### src/rtl/pipe_delay_pkg.sv
// Shared definitions for the elastic delay line (package delay_pkg).
//   MAX_DEPTH  : largest supported number of register stages
//   occ_width  : width of the occupancy count for a given depth (never below 1 bit)
// The per-instance beat type is declared inside each module as
// logic [WIDTH*LANES-1:0], since a package cannot take parameters.
package delay_pkg;

    localparam int MAX_DEPTH = 32;

    function automatic int occ_width(input int depth);
        return (depth < 1) ? 1 : $clog2(depth + 1);
    endfunction

endpackage

### src/rtl/pipe_delay_stage.sv
// pipe_stage: one {valid, data} register of the elastic delay line.
// Ports:
//   clk, rst_n      clock, asynchronous active-low reset
//   flush           synchronous clear of the valid bit (data is kept)
//   vld_in, dat_in  beat offered by the upstream stage
//   ready_in        downstream stage (or sink) can take this stage's beat
//   ready_out       this stage can load a new beat this cycle
//   vld_out, dat_out  registered beat
module pipe_stage #(
    parameter int W = 8
) (
    input  logic         clk,
    input  logic         rst_n,
    input  logic         flush,
    input  logic         vld_in,
    input  logic [W-1:0] dat_in,
    input  logic         ready_in,
    output logic         ready_out,
    output logic         vld_out,
    output logic [W-1:0] dat_out
);

    logic         vld_q, vld_d;
    logic [W-1:0] dat_q, dat_d;

    always_comb begin
        // An empty stage fills even when downstream is stalled: this is
        // what collapses bubbles.
        ready_out = !vld_q || ready_in;
        vld_d     = vld_q;
        dat_d     = dat_q;
        if (flush) begin
            vld_d = 1'b0;
        end else if (ready_out) begin
            vld_d = vld_in;
            if (vld_in) begin
                dat_d = dat_in;
            end
        end
    end

    always_ff @(posedge clk or negedge rst_n) begin
        if (!rst_n) begin
            vld_q <= 1'b0;
            dat_q <= '0;
        end else begin
            vld_q <= vld_d;
            dat_q <= dat_d;
        end
    end

    assign vld_out = vld_q;
    assign dat_out = dat_q;

endmodule

### src/rtl/pipe_delay.sv
// pipe_delay: elastic valid/ready delay line of DEPTH stages, WIDTH*LANES bits wide.
// Unstalled latency is DEPTH cycles at one beat per cycle; DEPTH=0 is a wire.
// Ports:
//   clk, rst_n            clock, asynchronous active-low reset
//   flush                 drop every held beat and the beat offered this cycle
//   in_data/in_valid/in_ready     upstream handshake
//   out_data/out_valid/out_ready  downstream handshake
//   occupancy             beats held; present only when PIPE_DELAY_OCC_EN is defined
module pipe_delay
    import delay_pkg::*;
#(
    parameter int WIDTH = 8,
    parameter int LANES = 1,
    parameter int DEPTH = 2
) (
    input  logic                   clk,
    input  logic                   rst_n,
    input  logic                   flush,
    input  logic [WIDTH*LANES-1:0] in_data,
    input  logic                   in_valid,
    output logic                   in_ready,
    output logic [WIDTH*LANES-1:0] out_data,
    output logic                   out_valid,
    input  logic                   out_ready
`ifdef PIPE_DELAY_OCC_EN
    ,
    output logic [occ_width(DEPTH)-1:0] occupancy
`endif
);

    localparam int DW = WIDTH * LANES;

    if (DEPTH == 0) begin : g_bypass
        assign out_data  = in_data;
        assign out_valid = in_valid;
        assign in_ready  = out_ready;
`ifdef PIPE_DELAY_OCC_EN
        assign occupancy = '0;
`endif
    end else begin : g_pipe
        // Index k is the input of stage k; index DEPTH is the pipe output.
        logic          vld [DEPTH+1];
        logic [DW-1:0] dat [DEPTH+1];
        logic          rdy [DEPTH+1];

        assign vld[0]     = in_valid;
        assign dat[0]     = in_data;
        assign rdy[DEPTH] = out_ready;

        for (genvar k = 0; k < DEPTH; k++) begin : g_stage
            pipe_stage #(.W(DW)) u_stage (
                .clk       (clk),
                .rst_n     (rst_n),
                .flush     (flush),
                .vld_in    (vld[k]),
                .dat_in    (dat[k]),
                .ready_in  (rdy[k+1]),
                .ready_out (rdy[k]),
                .vld_out   (vld[k+1]),
                .dat_out   (dat[k+1])
            );
        end

        assign out_valid = vld[DEPTH];
        assign out_data  = dat[DEPTH];
        // During flush the offered beat is swallowed, so upstream sees it taken.
        assign in_ready  = flush || rdy[0];

`ifdef PIPE_DELAY_OCC_EN
        localparam int OW = occ_width(DEPTH);
        logic [OW-1:0] occ_q, occ_d;
        logic          acc, emit;

        always_comb begin
            acc   = in_valid && in_ready && !flush;
            emit  = out_valid && out_ready;
            occ_d = occ_q;
            if (flush) begin
                occ_d = '0;
            end else if (acc && !emit) begin
                occ_d = occ_q + OW'(1);
            end else if (!acc && emit) begin
                occ_d = occ_q - OW'(1);
            end
        end

        always_ff @(posedge clk or negedge rst_n) begin
            if (!rst_n) begin
                occ_q <= '0;
            end else begin
                occ_q <= occ_d;
            end
        end

        assign occupancy = occ_q;
`endif
    end

endmodule

### config.mk
export PLATFORM = sky130hd
export DESIGN_NAME = pipe_delay
export DESIGN_NICKNAME = d
export VERILOG_FILES = /design/src/rtl/pipe_delay_pkg.sv /design/src/rtl/pipe_delay_stage.sv /design/src/rtl/pipe_delay.sv
export SDC_FILE = /design/constraint.sdc
export NUM_CORES = 1
export LEC_CHECK = 0
export BUFFER_PORTS_ARGS = -buffer_cell sky130_fd_sc_hd__clkbuf_2
export CAP_MARGIN = 30
export CELL_PAD_IN_SITES_DETAIL_PLACEMENT = 0
export CELL_PAD_IN_SITES_GLOBAL_PLACEMENT = 2
export CORE_MARGIN = 2
export CORE_UTILIZATION = 34
export CTS_CLUSTER_DIAMETER = 60
export DETAILED_ROUTE_END_ITERATION = 8
export PLACE_DENSITY_LB_ADDON = 0.2
export RECOVER_POWER = 50
export SLEW_MARGIN = 20
export SYNTH_ARGS = -nofsm -noshare
export SYNTH_HDL_FRONTEND = slang
export SYNTH_HIERARCHICAL = 1
export SYNTH_SLANG_ARGS = --single-unit
### constraint.sdc
create_clock -name clk -period 2.97 [get_ports clk]
set_input_delay 0.4455 -clock clk [delete_from_list [all_inputs] [get_ports clk]]
set_output_delay 0.4455 -clock clk [all_outputs]
set_load 0.1 [all_outputs]
### Word level (Yosys, flattened, before mapping)

Index checks and enable logic that the tools add are counted.
Widths: inputs -> output; s select.

| word-level totals | value |
|---|---|
| register bits after elaboration | 18 |
| input bits | 13 |
| output and inout bits | 10 |
| word-level logic and storage cells | 18 |

| operators by class | value |
|---|---|
| muxes and demuxes | 4 |
| bitwise operators | 1 |
| reduce and logical (&&, ||, !) cells | 9 |

Operator list:

| kind | number |
|---|---|
| $reduce_and 3->1 | 2 |
| $mux 1 | 4 |
| $reduce_bool 2->1 | 2 |
| $logic_or 1x1->1 | 3 |
| $logic_not 1->1 | 2 |
| $not 1->1 | 1 |

### Depth between registers and ports, before layout

| logic depth | value |
|---|---|
| word-level depth | 5 |
| mapped depth | 5 |
| gate-level depth less buffers | 5 |

### Cells and area by module

The synthesis kept the hierarchy.

By module, submodules not included:

| module | times used | cells an instance | area each (um^2) | sequential area each (um^2) |
|---|---|---|---|---|
| pipe_stage | 2 | 22 | 359.1 | 225.2 |
| pipe_delay | 1 | 1 | 6.3 | 0.0 |

### Worst setup path after synthesis

OpenSTA, ideal clock, no wires.

| path | value |
|---|---|
| path type | register to output |
| start | register g_pipe.g_stage[1].u_stage.vld_q |
| end | output in_ready |
| data arrival time | 2.066 ns |
| required time | 2.525 ns |
| setup slack | 0.458 ns |
| stages on the path, launching flop included | 6 |
| path buffers | 0 |
| path through | dfrtp_1 -> nor2b_4 -> inv_1 -> nor2b_4 -> inv_1 -> or2_1 |

RTL lines:

| what | RTL line | RTL |
|---|---|---|
| start, declared | pipe_delay_stage.sv:23 | `logic vld_q, vld_d;` |
| start signal, assigned | pipe_delay_stage.sv:47 | `vld_q <= vld_d;` |
| end, declared | pipe_delay.sv:21 | `output logic in_ready,` |

==> reports/qor.txt <==
Outcome: finished clean
Max rail drop VDD: 0.447 mV
R2R Path End: g_pipe.g_stage[1].u_stage/dat_out[1]
Sequential power share: 0.403
Avg Cell Area, Syn: 16.1 um^2
Largest net degree at the start of global routing: 19
Port bufs: 22
Clk_lat worst skew: 280 ps
Maxcap violations: 0
Pwr per Cell Area: 918 mW/mm^2
Final setup fails: 0
Final core utilization: 0.436
Worst Setup Start Kind: flop
Postcts setup bufs: 0
Unrepaired setup endpoints after global routing: false
I/O pin count: 23
Sink Count: 18
Clk_skew: 5.89 ps
Most frequent cells in the layout: clkbuf_2, dfrtp_1, mux2_2
Sw Pwr: 0.382 mW
Crit share post-route: 0.765
Fin area: 863 um^2
Hold WS: 269 ps
Number of global-route vias before repair: 454
Number of fill cells: 203
Share of cells above drive strength 1: 0.586
Area occupied by multi-input gates: 240 um^2
Clk root buf: clkbuf_4
Worst path required time: 2520 ps
First-pass GRT wire length: 1980 um
Netlist cell types: 7
Reg-to-reg startpoint: g_pipe.g_stage[1].u_stage/vld_out
Ant. Diodes: 0
Worst min-delay path category: primary input to asynchronous set/reset pin
Final min period: 2270 ps
Slew HR: 0.135
Sw Share: 0.482
Sequential area share after synthesis: 0.622
Total track usage: 0.105
Vias per cell: 4.36
Worst reg2reg path depth: 3
Total CTS buffers: 3
# hold bufs at CTS: 0
DRC errors left: 0
GP Congestion: 0.640
LEAKAGE: 0.397 nW
Comb power frac: 0.453
Cts repair resizes: 0
Arr. time, crit path: 1830 ps
Grt ovf: 0
Core footprint: 0.00198 mm^2
CTS tree: done
DR WL/cell: 11.7 um
Synth Instances: 45
H-Tree Depth: 1
Max FO, Critical Path: 3
Placement row count: 16
Setup TNS: 0 ps
Starting Density: 0.366
Die X-Extent: 50.2 um
CTS Buffer Depth: 2
FF+latch count, synth: 18
Final-report hold violation count: 0
Final WL: 1140 um
Register area: 450 um^2
Die ar.: 0.00252 mm^2
Synth Net Count: 58
Setup slack, reg-to-reg: 880 ps
Synth Cell Area: 724 um^2
Detailed Routing Iterations Pass 1: 2
Vias: 423
Worst slew pin tran: 1290 ps
Nets: 85
Max Slew Vio Count: 0
DIE HEIGHT: 50.2 um
Post-route ant nets: 0
Antenna violations before repair: 0
Placed cell area: 868 um^2
Power Total: 0.792 mW
Initial DRC count: 1
Pint: 0.411 mW
Endpoint type of the worst setup path: primary output
Yosys Warn Count: 6
Clock Power Share: 0.144
F_max: 440 MHz
Area Growth Syn to Fin: 19.2%
Crit Path Class: flop to primary output
Worst-path clk slew: 100 ps
Most common cell after layout, fill and taps aside: clkbuf_2
[through the flow]
step / instances / setup slack, ps
after global routing: 97 / 541
final: 97 / 698
after CTS: 97 / 827
after detailed placement: 94 / 966
after global placement: 94 / 978
after floorplan: 45 / 458
[power groups by stage]
stage | registers [mW] | logic (mW) | clock network [mW]
floorplan | 0.571 | 0.0571 | 0
global placement | 0.325 | 0.364 | 0
detailed placement | 0.326 | 0.365 | 0
CTS | 0.321 | 0.365 | 0.121
global route | 0.328 | 0.372 | 0.132
finish | 0.319 | 0.359 | 0.114
[logic make-up (layout without fill, tap and decap cells)]
group,after synthesis,count (layout),share of synthesized area
and+or+nand+nor,9,9,0.119
DFF,18,18,0.622
buffers and inverters,2,27,0.0104
muxes,16,16,0.249
[cells in the mapped netlist]
master,n,area (um^2)
nor2_1,4,15.0
or2_1,1,6.26
mux2_2,16,180
dfrtp_1,18,450
inv_1,2,7.51
nor2b_4,2,27.5
nor3b_4,2,37.5
[final cells by class]
type | count | area share
multi-input cells | 25 | 0.278
well taps | 27 | 0.0391
clock buffers | 3 | 0.0261
repair buffers | 22 | 0.126
flip-flops and latches | 18 | 0.522
inverters | 2 | 0.00870
[flip-flops by register name, summed over array words and instances (netlist names)]
name,cells
g_pipe.g_stage.u_stage/dat_out,16
g_pipe.g_stage.u_stage/vld_out,2
[how the worst max path moves through the flow]
stage	startpoint	endpoint	slack, ps	cells past startpoint
2_1_floorplan	g_pipe.g_stage[1].u_stage/vld_out	in_ready	460	5
3_3_place_gp	out_ready	in_ready	980	7
3_5_place_dp	out_ready	in_ready	970	7
4_1_cts	g_pipe.g_stage[1].u_stage/vld_out	in_ready	830	6
5_1_grt	g_pipe.g_stage[1].u_stage/vld_out	in_ready	540	6
6_report	g_pipe.g_stage[1].u_stage/vld_out	in_ready	700	6
[routing by layer]
layer,wire length [um],vias to the layer above,track usage
li1,-,204,-
met1,524,205,0.126
met2,529,14,0.171
met3,81,0,0.0387
met4,0,0,0.0417
met5,0,-,0
[worst max-delay path, stage by stage (launching register included)]
cell and delay [ps]:
dfrtp_1 350, nor2b_1 210, inv_1 60, nor2b_1 270, inv_1 60, or2_1 220
clkbuf_2 370
Note: power is estimated with default switching activity, not from simulation.
